===== src/rtl/cpu_pkg.sv =====
// cpu_pkg: phase encodings, ARM condition codes and instruction classes shared by the control path
package cpu_pkg;
  typedef enum logic [1:0] {FETCH = 2'b00, READ = 2'b01, EXEC = 2'b10, WB = 2'b11} phase_e;
  typedef enum logic [1:0] {CLS_DP = 2'b00, CLS_MEM = 2'b01, CLS_BR = 2'b10, CLS_ILL = 2'b11} class_e;
  localparam logic [3:0] COND_EQ = 4'h0;
  localparam logic [3:0] COND_NE = 4'h1;
  localparam logic [3:0] COND_CS = 4'h2;
  localparam logic [3:0] COND_CC = 4'h3;
  localparam logic [3:0] COND_MI = 4'h4;
  localparam logic [3:0] COND_PL = 4'h5;
  localparam logic [3:0] COND_VS = 4'h6;
  localparam logic [3:0] COND_VC = 4'h7;
  localparam logic [3:0] COND_HI = 4'h8;
  localparam logic [3:0] COND_LS = 4'h9;
  localparam logic [3:0] COND_GE = 4'hA;
  localparam logic [3:0] COND_LT = 4'hB;
  localparam logic [3:0] COND_GT = 4'hC;
  localparam logic [3:0] COND_LE = 4'hD;
  localparam logic [3:0] COND_AL = 4'hE;
  localparam logic [3:0] COND_NV = 4'hF;
endpackage


===== src/rtl/cpu_control_if.sv =====
// cpu_control_if: instruction-fetch and data-memory handshakes between the control unit and memories
interface cpu_control_if;
  logic        imem_req;
  logic        imem_ack;
  logic [31:0] instr_in;
  logic        mem_req;
  logic        mem_we;
  logic        mem_ack;
  modport master (output imem_req, mem_req, mem_we, input imem_ack, instr_in, mem_ack);
  modport slave (input imem_req, mem_req, mem_we, output imem_ack, instr_in, mem_ack);
endinterface


===== src/rtl/cpu_control_cond_check.sv =====
// cond_check: evaluates an ARM condition field against latched NZCV flags
module cond_check
  import cpu_pkg::*;
(
  input  logic [3:0] cond,
  input  logic [3:0] flags,
  output logic       pass
);
  logic n, z, c, v;
  assign {n, z, c, v} = flags;
  // map each condition code to its flag predicate; NV never passes
  always_comb begin
    pass = 1'b0;
    case (cond)
      COND_EQ: pass = z;
      COND_NE: pass = !z;
      COND_CS: pass = c;
      COND_CC: pass = !c;
      COND_MI: pass = n;
      COND_PL: pass = !n;
      COND_VS: pass = v;
      COND_VC: pass = !v;
      COND_HI: pass = c && !z;
      COND_LS: pass = !c || z;
      COND_GE: pass = n == v;
      COND_LT: pass = n != v;
      COND_GT: pass = !z && (n == v);
      COND_LE: pass = z || (n != v);
      COND_AL: pass = 1'b1;
      default: pass = 1'b0;
    endcase
  end
endmodule


===== src/rtl/cpu_control.sv =====
// cpu_control: four-phase fetch/read/exec/writeback sequencer and instruction decoder
module cpu_control
  import cpu_pkg::*;
#(
  parameter int REG_SIZE  = 32,
  parameter int ADDR_SIZE = 5
) (
  input  logic                        clk,
  input  logic                        reset,
  cpu_control_if.master               bus,
  input  logic [3:0]                  alu_flags,
  output logic [3:0]                  flags,
  output logic [1:0]                  phase,
  output logic [ADDR_SIZE-1:0]        select1,
  output logic [ADDR_SIZE-1:0]        select2,
  output logic [ADDR_SIZE-1:0]        wselect,
  output logic [ADDR_SIZE-1:0]        shft_reg,
  output logic signed [REG_SIZE-1:0]  offset,
  output logic                        we,
  output logic                        from_mem,
  output logic                        link_sel,
  output logic                        illegal_instr
);
  phase_e      phase_q, phase_d;
  logic [31:0] instr_q, instr_d;
  logic [3:0]  flags_q, flags_d;
  logic        pass, is_dp, is_mem, is_br, is_ill, is_ldr, is_str, is_bl, mem_go;
  logic        unused_bits;
  cond_check u_cond (.cond(instr_q[31:28]), .flags(flags_q), .pass(pass));
  assign is_dp       = instr_q[27:26] == CLS_DP;
  assign is_mem      = instr_q[27:26] == CLS_MEM;
  assign is_br       = instr_q[27:26] == CLS_BR;
  assign is_ill      = instr_q[27:26] == CLS_ILL;
  assign is_ldr      = is_mem && instr_q[20];
  assign is_str      = is_mem && !instr_q[20];
  assign is_bl       = is_br && instr_q[24];
  assign mem_go      = phase_q == EXEC && is_mem && pass;
  assign unused_bits = ^instr_q[7:5];
  // phase sequencing; EXEC waits on the data handshake only for a live load/store
  always_comb begin
    phase_d = FETCH;
    case (phase_q)
      FETCH:   phase_d = bus.imem_ack ? READ : FETCH;
      READ:    phase_d = EXEC;
      EXEC:    phase_d = (mem_go && !bus.mem_ack) ? EXEC : WB;
      default: phase_d = FETCH;
    endcase
    instr_d = (phase_q == FETCH && bus.imem_ack) ? bus.instr_in : instr_q;
    flags_d = (phase_q == WB && is_dp && instr_q[20] && pass) ? alu_flags : flags_q;
  end
  // state registers; reset abandons any handshake in flight
  always_ff @(posedge clk or posedge reset) begin
    if (reset) begin
      phase_q <= FETCH;
      instr_q <= '0;
      flags_q <= '0;
    end else begin
      phase_q <= phase_d;
      instr_q <= instr_d;
      flags_q <= flags_d;
    end
  end
  assign phase         = phase_q;
  assign flags         = flags_q;
  assign bus.imem_req  = phase_q == FETCH && !reset;
  assign bus.mem_req   = mem_go;
  assign bus.mem_we    = mem_go && is_str;
  assign select1       = ADDR_SIZE'(instr_q[19:16]);
  assign select2       = ADDR_SIZE'(is_str ? instr_q[15:12] : instr_q[3:0]);
  assign wselect       = is_bl ? ADDR_SIZE'(14) : ADDR_SIZE'(instr_q[15:12]);
  assign shft_reg      = (is_dp && !instr_q[25] && instr_q[4]) ? ADDR_SIZE'(instr_q[11:8]) : '0;
  assign offset        = (is_br && pass) ? (REG_SIZE'($signed(instr_q[23:0])) << 2) + REG_SIZE'(4) : '0;
  assign we            = phase_q == WB && pass && ((is_dp && instr_q[24:23] != 2'b10) || is_ldr || is_bl);
  assign from_mem      = is_ldr;
  assign link_sel      = is_bl;
  assign illegal_instr = phase_q == WB && is_ill;
endmodule


===== src/flat_wrapper.sv =====
// flat-port wrapper written by rule: the top's interface ports become plain ports
module cpu_control_flat import cpu_pkg::*;
#(
  parameter int REG_SIZE  = 32,
  parameter int ADDR_SIZE = 5
)
  (clk, reset, alu_flags, flags, phase, select1, select2, wselect, shft_reg, offset, we, from_mem, link_sel, illegal_instr, bus_imem_req, bus_mem_req, bus_mem_we, bus_imem_ack, bus_instr_in, bus_mem_ack);
  cpu_control_if bus_i ();
  input  logic clk;
  input  logic reset;
  input  logic [3:0] alu_flags;
  output logic [3:0] flags;
  output logic [1:0] phase;
  output logic [ADDR_SIZE-1:0] select1;
  output logic [ADDR_SIZE-1:0] select2;
  output logic [ADDR_SIZE-1:0] wselect;
  output logic [ADDR_SIZE-1:0] shft_reg;
  output logic signed [REG_SIZE-1:0] offset;
  output logic we;
  output logic from_mem;
  output logic link_sel;
  output logic illegal_instr;
  output wire logic [$bits(bus_i.imem_req)-1:0] bus_imem_req;
  output wire logic [$bits(bus_i.mem_req)-1:0] bus_mem_req;
  output wire logic [$bits(bus_i.mem_we)-1:0] bus_mem_we;
  input wire logic [$bits(bus_i.imem_ack)-1:0] bus_imem_ack;
  input wire logic [$bits(bus_i.instr_in)-1:0] bus_instr_in;
  input wire logic [$bits(bus_i.mem_ack)-1:0] bus_mem_ack;
  assign bus_imem_req = bus_i.imem_req;
  assign bus_mem_req = bus_i.mem_req;
  assign bus_mem_we = bus_i.mem_we;
  assign bus_i.imem_ack = bus_imem_ack;
  assign bus_i.instr_in = bus_instr_in;
  assign bus_i.mem_ack = bus_mem_ack;
  cpu_control #(.REG_SIZE(REG_SIZE), .ADDR_SIZE(ADDR_SIZE)) u_core (.clk(clk), .reset(reset), .bus(bus_i), .alu_flags(alu_flags), .flags(flags), .phase(phase), .select1(select1), .select2(select2), .wselect(wselect), .shft_reg(shft_reg), .offset(offset), .we(we), .from_mem(from_mem), .link_sel(link_sel), .illegal_instr(illegal_instr));
endmodule

===== config.mk =====
export PLATFORM = sky130hd
export DESIGN_NAME = cpu_control_flat
export DESIGN_NICKNAME = d
export VERILOG_FILES = /design/src/rtl/cpu_pkg.sv /design/src/rtl/cpu_control_if.sv /design/src/rtl/cpu_control_cond_check.sv /design/src/rtl/cpu_control.sv /design/src/flat_wrapper.sv
export SDC_FILE = /design/constraint.sdc
export NUM_CORES = 1
export LEC_CHECK = 0
export ABC_AREA = 1
export BUFFER_PORTS_ARGS = -buffer_cell sky130_fd_sc_hd__buf_4
export CAP_MARGIN = 30
export CORE_AREA = 5 5 93 78
export DETAILED_ROUTE_END_ITERATION = 10
export DIE_AREA = 0 0 98 83
export PLACE_DENSITY = 0.83
export SYNTH_ARGS = -nofsm -noshare
export SYNTH_HDL_FRONTEND = slang
export SYNTH_SLANG_ARGS = --single-unit

===== constraint.sdc =====
create_clock -name clk -period 2.2 [get_ports clk]
set_clock_uncertainty 0.2 [all_clocks]
set_input_delay 0.44 -clock clk [delete_from_list [all_inputs] [get_ports clk]]
set_output_delay 0.44 -clock clk [all_outputs]
set_load 0.01 [all_outputs]

# After elaboration in Yosys (flattened, before gate mapping)
# Index checks and enable logic that the tools add are counted.
# word_totals
regBits,38
latchBits,0
ramBits,0
rom_bits,0
word_cells,71
n_memories,0
# op_classes
addsub,1
multipliers,0
div_mod_pow,0
magnitude_cmp,0
eq_ne,23
shifts,0
n_mux,8
n_bitwise,0
n_reduce_logical,36
# ops
operator,n
32-bit 2-to-1 mux,1
"4-bit == test, second input constant",7
"26-bit by 4-bit adder with 27-bit output, second input constant",1
1-bit logical AND,21
"4-bit by 3-bit == test with 1-bit output, second input constant",4
1-bit case mux with 15 select lines,1
4-bit 2-to-1 mux,3
"2-bit == test, second input constant",4
"4-bit by 2-bit == test with 1-bit output, second input constant",2
1-bit zero test,8
2-bit case mux with 3 select lines,1
"2-bit by 1-bit == test with 1-bit output, second input constant",2
"4-bit by 1-bit == test with 1-bit output, second input constant",1
2-bit zero test,2
4-bit zero test,1
1-bit logical OR,4
1-bit 2-to-1 mux,2
"2-bit inequality test, second input constant",1
1-bit == test,1
1-bit inequality test,1

# Depth between registers and ports, before layout
# depth
word_depth,7
mapped_depth,12

# By module
# A second synthesis with hierarchy kept.
# unflattened
cells_unflattened,390
hier_area_um2,2686.3
# modules_own_cells
module,n_inst,cells_each,area_each_um2
cpu_control,1,335,2457.4
cond_check,1,55,229.0

# Least setup slack after synthesis
# No wires, ideal clock.
# synth_timing
path_kind,register -> output
from,"register u_core.flags_q[0], in the netlist u_core.flags[0]"
to,output offset[27]
t_arrival_ns,1.751
t_required_ns,1.560
path_slack_ns,-0.191
stages_incl_launch_ff,12
n_path_buf,2
cell_sequence,dfrtp_1 > inv_1 > nand2_1 > nand3_1 > nand2_1 > nor2_1 > a21oi_1 > nand2_4 > nand3_4 > buf_6 > nor3_2 > buf_4
# synth_via
elab_chain_cells,5
word_cells_on_any_way,8
# synth_rtl
element,line_no,rtl
start: declaration,cpu_control.sv:26,"logic [3:0] flags_q, flags_d;"
start signal: assignment,cpu_control.sv:60,flags_q <= flags_d;
1-bit inequality test or 1-bit == test (tied branches),-,
1-bit logical OR or 1-bit logical AND (tied branches),"cpu_control_cond_check.sv:28, cpu_control_cond_check.sv:27",
1-bit case mux with 15 select lines *,cpu_control_cond_check.sv:14,case (cond)
1-bit logical AND *,cpu_control.sv:72,assign offset = (is_br && pass) ? (REG_SIZE'($signed(instr_q[23:0])) << 2) + REG_SIZE'(4) : '0;
32-bit 2-to-1 mux *,cpu_control.sv:72,
end: declaration,flat_wrapper.sv:18,output logic signed [REG_SIZE-1:0] offset;
# Every way passes the cells marked *; elsewhere a longest branch is shown, timed or not.

# Final worst setup path
# layout_timing
from,register u_core.instr_q[7]
to,output offset[25]
# layout_via
elab_chain_cells,2
# layout_rtl
element,line_no,rtl
start: declaration,cpu_control.sv:25,"logic [31:0] instr_q, instr_d;"
start signal: assignment,cpu_control.sv:59,instr_q <= instr_d;
26-bit by 4-bit adder with 27-bit output,cpu_control.sv:72,
32-bit 2-to-1 mux,cpu_control.sv:72,
# Every way passes these cells.

==> flow_metrics.py <==
metrics = {
    "power_and_ir_drop": {
        "p_per_area_mw_per_mm2": 1460,
        "p_leak_nw": 2.26,
        "ir_drop_v": 0.000789,
    },
    "sta": {
        "max_clock_freq_mhz": 368,
        "fin_ws_ps": -515,
        "setup_viol": 33,
        "max-slew-margin-rel": 0.662,
        "rsz0062_at_grt": "true",
        "slew_viol_final": 0,
        "period_needed_ps": 2710,
        "fin_crit_sh": 1.23,
        "worst_slew_pin_slew_ps": 507,
        "timing.final.hold_violations": 0,
    },
    "final_layout": {
        "nFillCells": 463,
        "final_nets": 581,
        "layout.core_utilization": 0.705,
        "synthToLayoutAreaGrowth_pct": 63.1,
        "antennaDiodeCount": 0,
        "mostFrequentLayoutCells": "153 x buf_4, 67 x nor2_1, 50 x nand2_1, 35 x inv_1, 31 x dfrtp_1",
        "layout_commonest_cell": "buf_4",
        "final_cells": 621,
        "drive_gt1_frac": 0.499,
    },
    "global_routing": {
        "grt_pass1_wl_mm": 15.2,
        "antenna_found_initial": 0,
        "grt_pass1_vias": 3105,
        "grt_max_degree": 39,
        "grt.total_usage": 0.226,
        "gr-total-overflow": 0,
    },
    "clock_network": {
        "cts_tree": "built",
        "cts_max_level": 2,
        "clock-sinks": 38,
        "clock-root-buffer": "clkbuf_8",
        "clk_transition_reported_paths_ps": 90,
        "cts_buffers": 5,
        "cts_max_path_buffers": 2,
        "clk_latency_ps": 300,
    },
    "place": {
        "port_buffers": 98,
        "gp_congestion": 0.933,
        "dp_cells": 590,
        "hpwl_mm": 6.89,
    },
    "setup_path": {
        "r2r-end": "u_core.flags[3]$_DFFE_PP0P_",
        "worst-path-stages": 7,
        "critPathRequiredTime_ps": 1560,
        "cp_top_family": "simple AND/OR/NAND/NOR gates",
        "slowest_stage": "dfrtp_1",
        "crit_path_max_incr_delay_ps": 390,
        "arrival_ps": 2070,
        "startpoint_type": "flip-flop",
        "crit_path_cell_trace": "inv_2 -> nor3_1 -> nand2_1 -> nor4_1 -> nand3_1 -> a21oi_2 -> buf_4",
        "worst-path-max-fanout": 3,
        "critical_path_class": "flip-flop to output port",
        "endpoint_kind": "output port",
        "critPathBufInv": 2,
        "r2r_setup_slack_ps": 150,
        "reg2reg_from": "u_core.instr_q[28]$_DFFE_PP0P_",
        "reg2reg_depth": 12,
    },
    "detailed_routing": {
        "via_per_inst": 5.25,
        "highest_layer": "met4",
        "dr.pass1.iters": 5,
        "wl_met2_mm": 5.00,
        "num_vias": 3258,
        "m1WireLength_mm": 3.90,
        "post_drt_wl_per_cell_um": 16.2,
        "drc": 0,
        "drt_iter0_drc": 325,
        "wl_met3_um": 823,
        "detail-route-antenna-nets": 0,
        "finalWirelength_mm": 10.0,
    },
    "min_path": {
        "hold_class": "input pin to async pin",
    },
    "synth": {
        "ys_types": 32,
        "ys_seq_area_frac": 0.354,
        "synth.avg_cell_area_um2": 7.12,
        "yosysWarnings": 0,
        "synth_top_cell_by_area": "dfrtp_1",
        "synth_top_area_frac": 0.354,
        "synthesis.area_mm2": 0.00269,
        "ys_ff_latch": 38,
        "netlist_instances": 377,
        "synth_area_leaders": "dfrtp_1 35%, nor2_1 11%, nand2_1 8.7%",
    },
    "floorplanning": {
        "die_h_um": 83,
        "num_io_pins": 105,
        "core-area_mm2": 0.00621,
        "core.rowCount": 26,
        "dieArea_mm2": 0.00813,
        "die_w_um": 98,
        "initial_utilization": 0.432,
    },
    "flow_run": {
        "cap_viol_max_count": 0,
    },
    "run_status": {
        "violations": "setup timing",
        "status": "finished, violations left",
    },
}
where the power goes:
part	internal, W	switching [W]
sequential	0.00105	0.000403
combinational	0.00204	0.00234
clock	0.000253	0.000290
through the flow:
stage	total power, W	instance area [µm²]	hold WS (ps)	TNS (ps)	setup slack (ps)
finish	0.00637	4380	70.7	-12490	-515
detailed placement	0.00493	3790	323	-2210	-235
floorplan	0.00330	2730	281	-317	-69.6
global route	0.00678	4380	129	-15480	-631
global placement	0.00482	3790	309	-530	-90.3
CTS	0.00592	4170	89.1	-10890	-421
kinds of logic after synthesis:
group,count (synthesis),share of synthesized area
AO/OA/AOI/OAI,44,0.0834
XOR/XNOR,8,0.0261
adder cells (fa/ha/maj),5,0.0233
buffers and inverters,71,0.126
flip-flops,38,0.354
multiplexers,7,0.0294
other,1,0.00140
AND/OR/NAND/NOR,203,0.356
synthesized netlist by cell type, drive strengths merged:
master,count
ha,5
nand4,5
conb,1
nand3b,1
o21ai,8
xor2,8
nor3,18
nand2,65
dfrtp,38
a21oi,33
buf,17
nand3,18
inv,48
and2,1
nor4,6
nor3b,6
nor2,83
mux2,7
clkbuf,6
a31oi,3
worst max path at each step:
stage,end,startpoint
5_1_grt,offset[25],u_core.instr_q[7]$_DFFE_PP0P_
2_1_floorplan,offset[27],u_core.flags[0]$_DFFE_PP0P_
3_3_place_gp,offset[24],u_core.instr_q[0]$_DFFE_PP0P_
4_1_cts,offset[8],u_core.instr_q[1]$_DFFE_PP0P_
6_report,offset[25],u_core.instr_q[7]$_DFFE_PP0P_
3_5_place_dp,offset[24],u_core.instr_q[0]$_DFFE_PP0P_
layer usage:
metal	vias to the layer above	GRT usage
met5	-	0
met4	0	0.0704
met3	35	0.0410
met2	192	0.379
met1	1525	0.295
li1	1506	-
final cells by class:
type	instances	area, µm²	share of cell area
flip-flops and latches	38	960	0.219
multi-input cells	273	1680	0.383
inverters	48	185	0.0423
clock buffers	6	82.6	0.0189
clock inverters	2	12.5	0.00286
well taps	84	105	0.0240
repair buffers	170	1360	0.310
registers in the layout (all words and copies together) (netlist names):
| signal | count |
|---|---|
| u_core.flags | 4 |
| u_core.instr_q | 32 |
| u_core.phase | 2 |
worst reg2reg max path, stage by stage, from the launching register on:
cell and delay, ps:
dfrtp_2 470, buf_6 140, nand3_2 60, nand3_1 80, nand2_1 70, nand2_1 60
nor2_2 170, nand2_4 90, buf_6 140, buf_4 130, nand3_2 140, nor2_1 60
a21oi_1 150
repair_timing:
action | in CTS | in global routing
pin swaps | 8 | 11
hold buffers | 0 | 0
resized for setup | 52 | 40
endpoints found under the setup margin | 38 | 38
buffers inserted | 13 | 12
(Power assumes the default switching activity.)
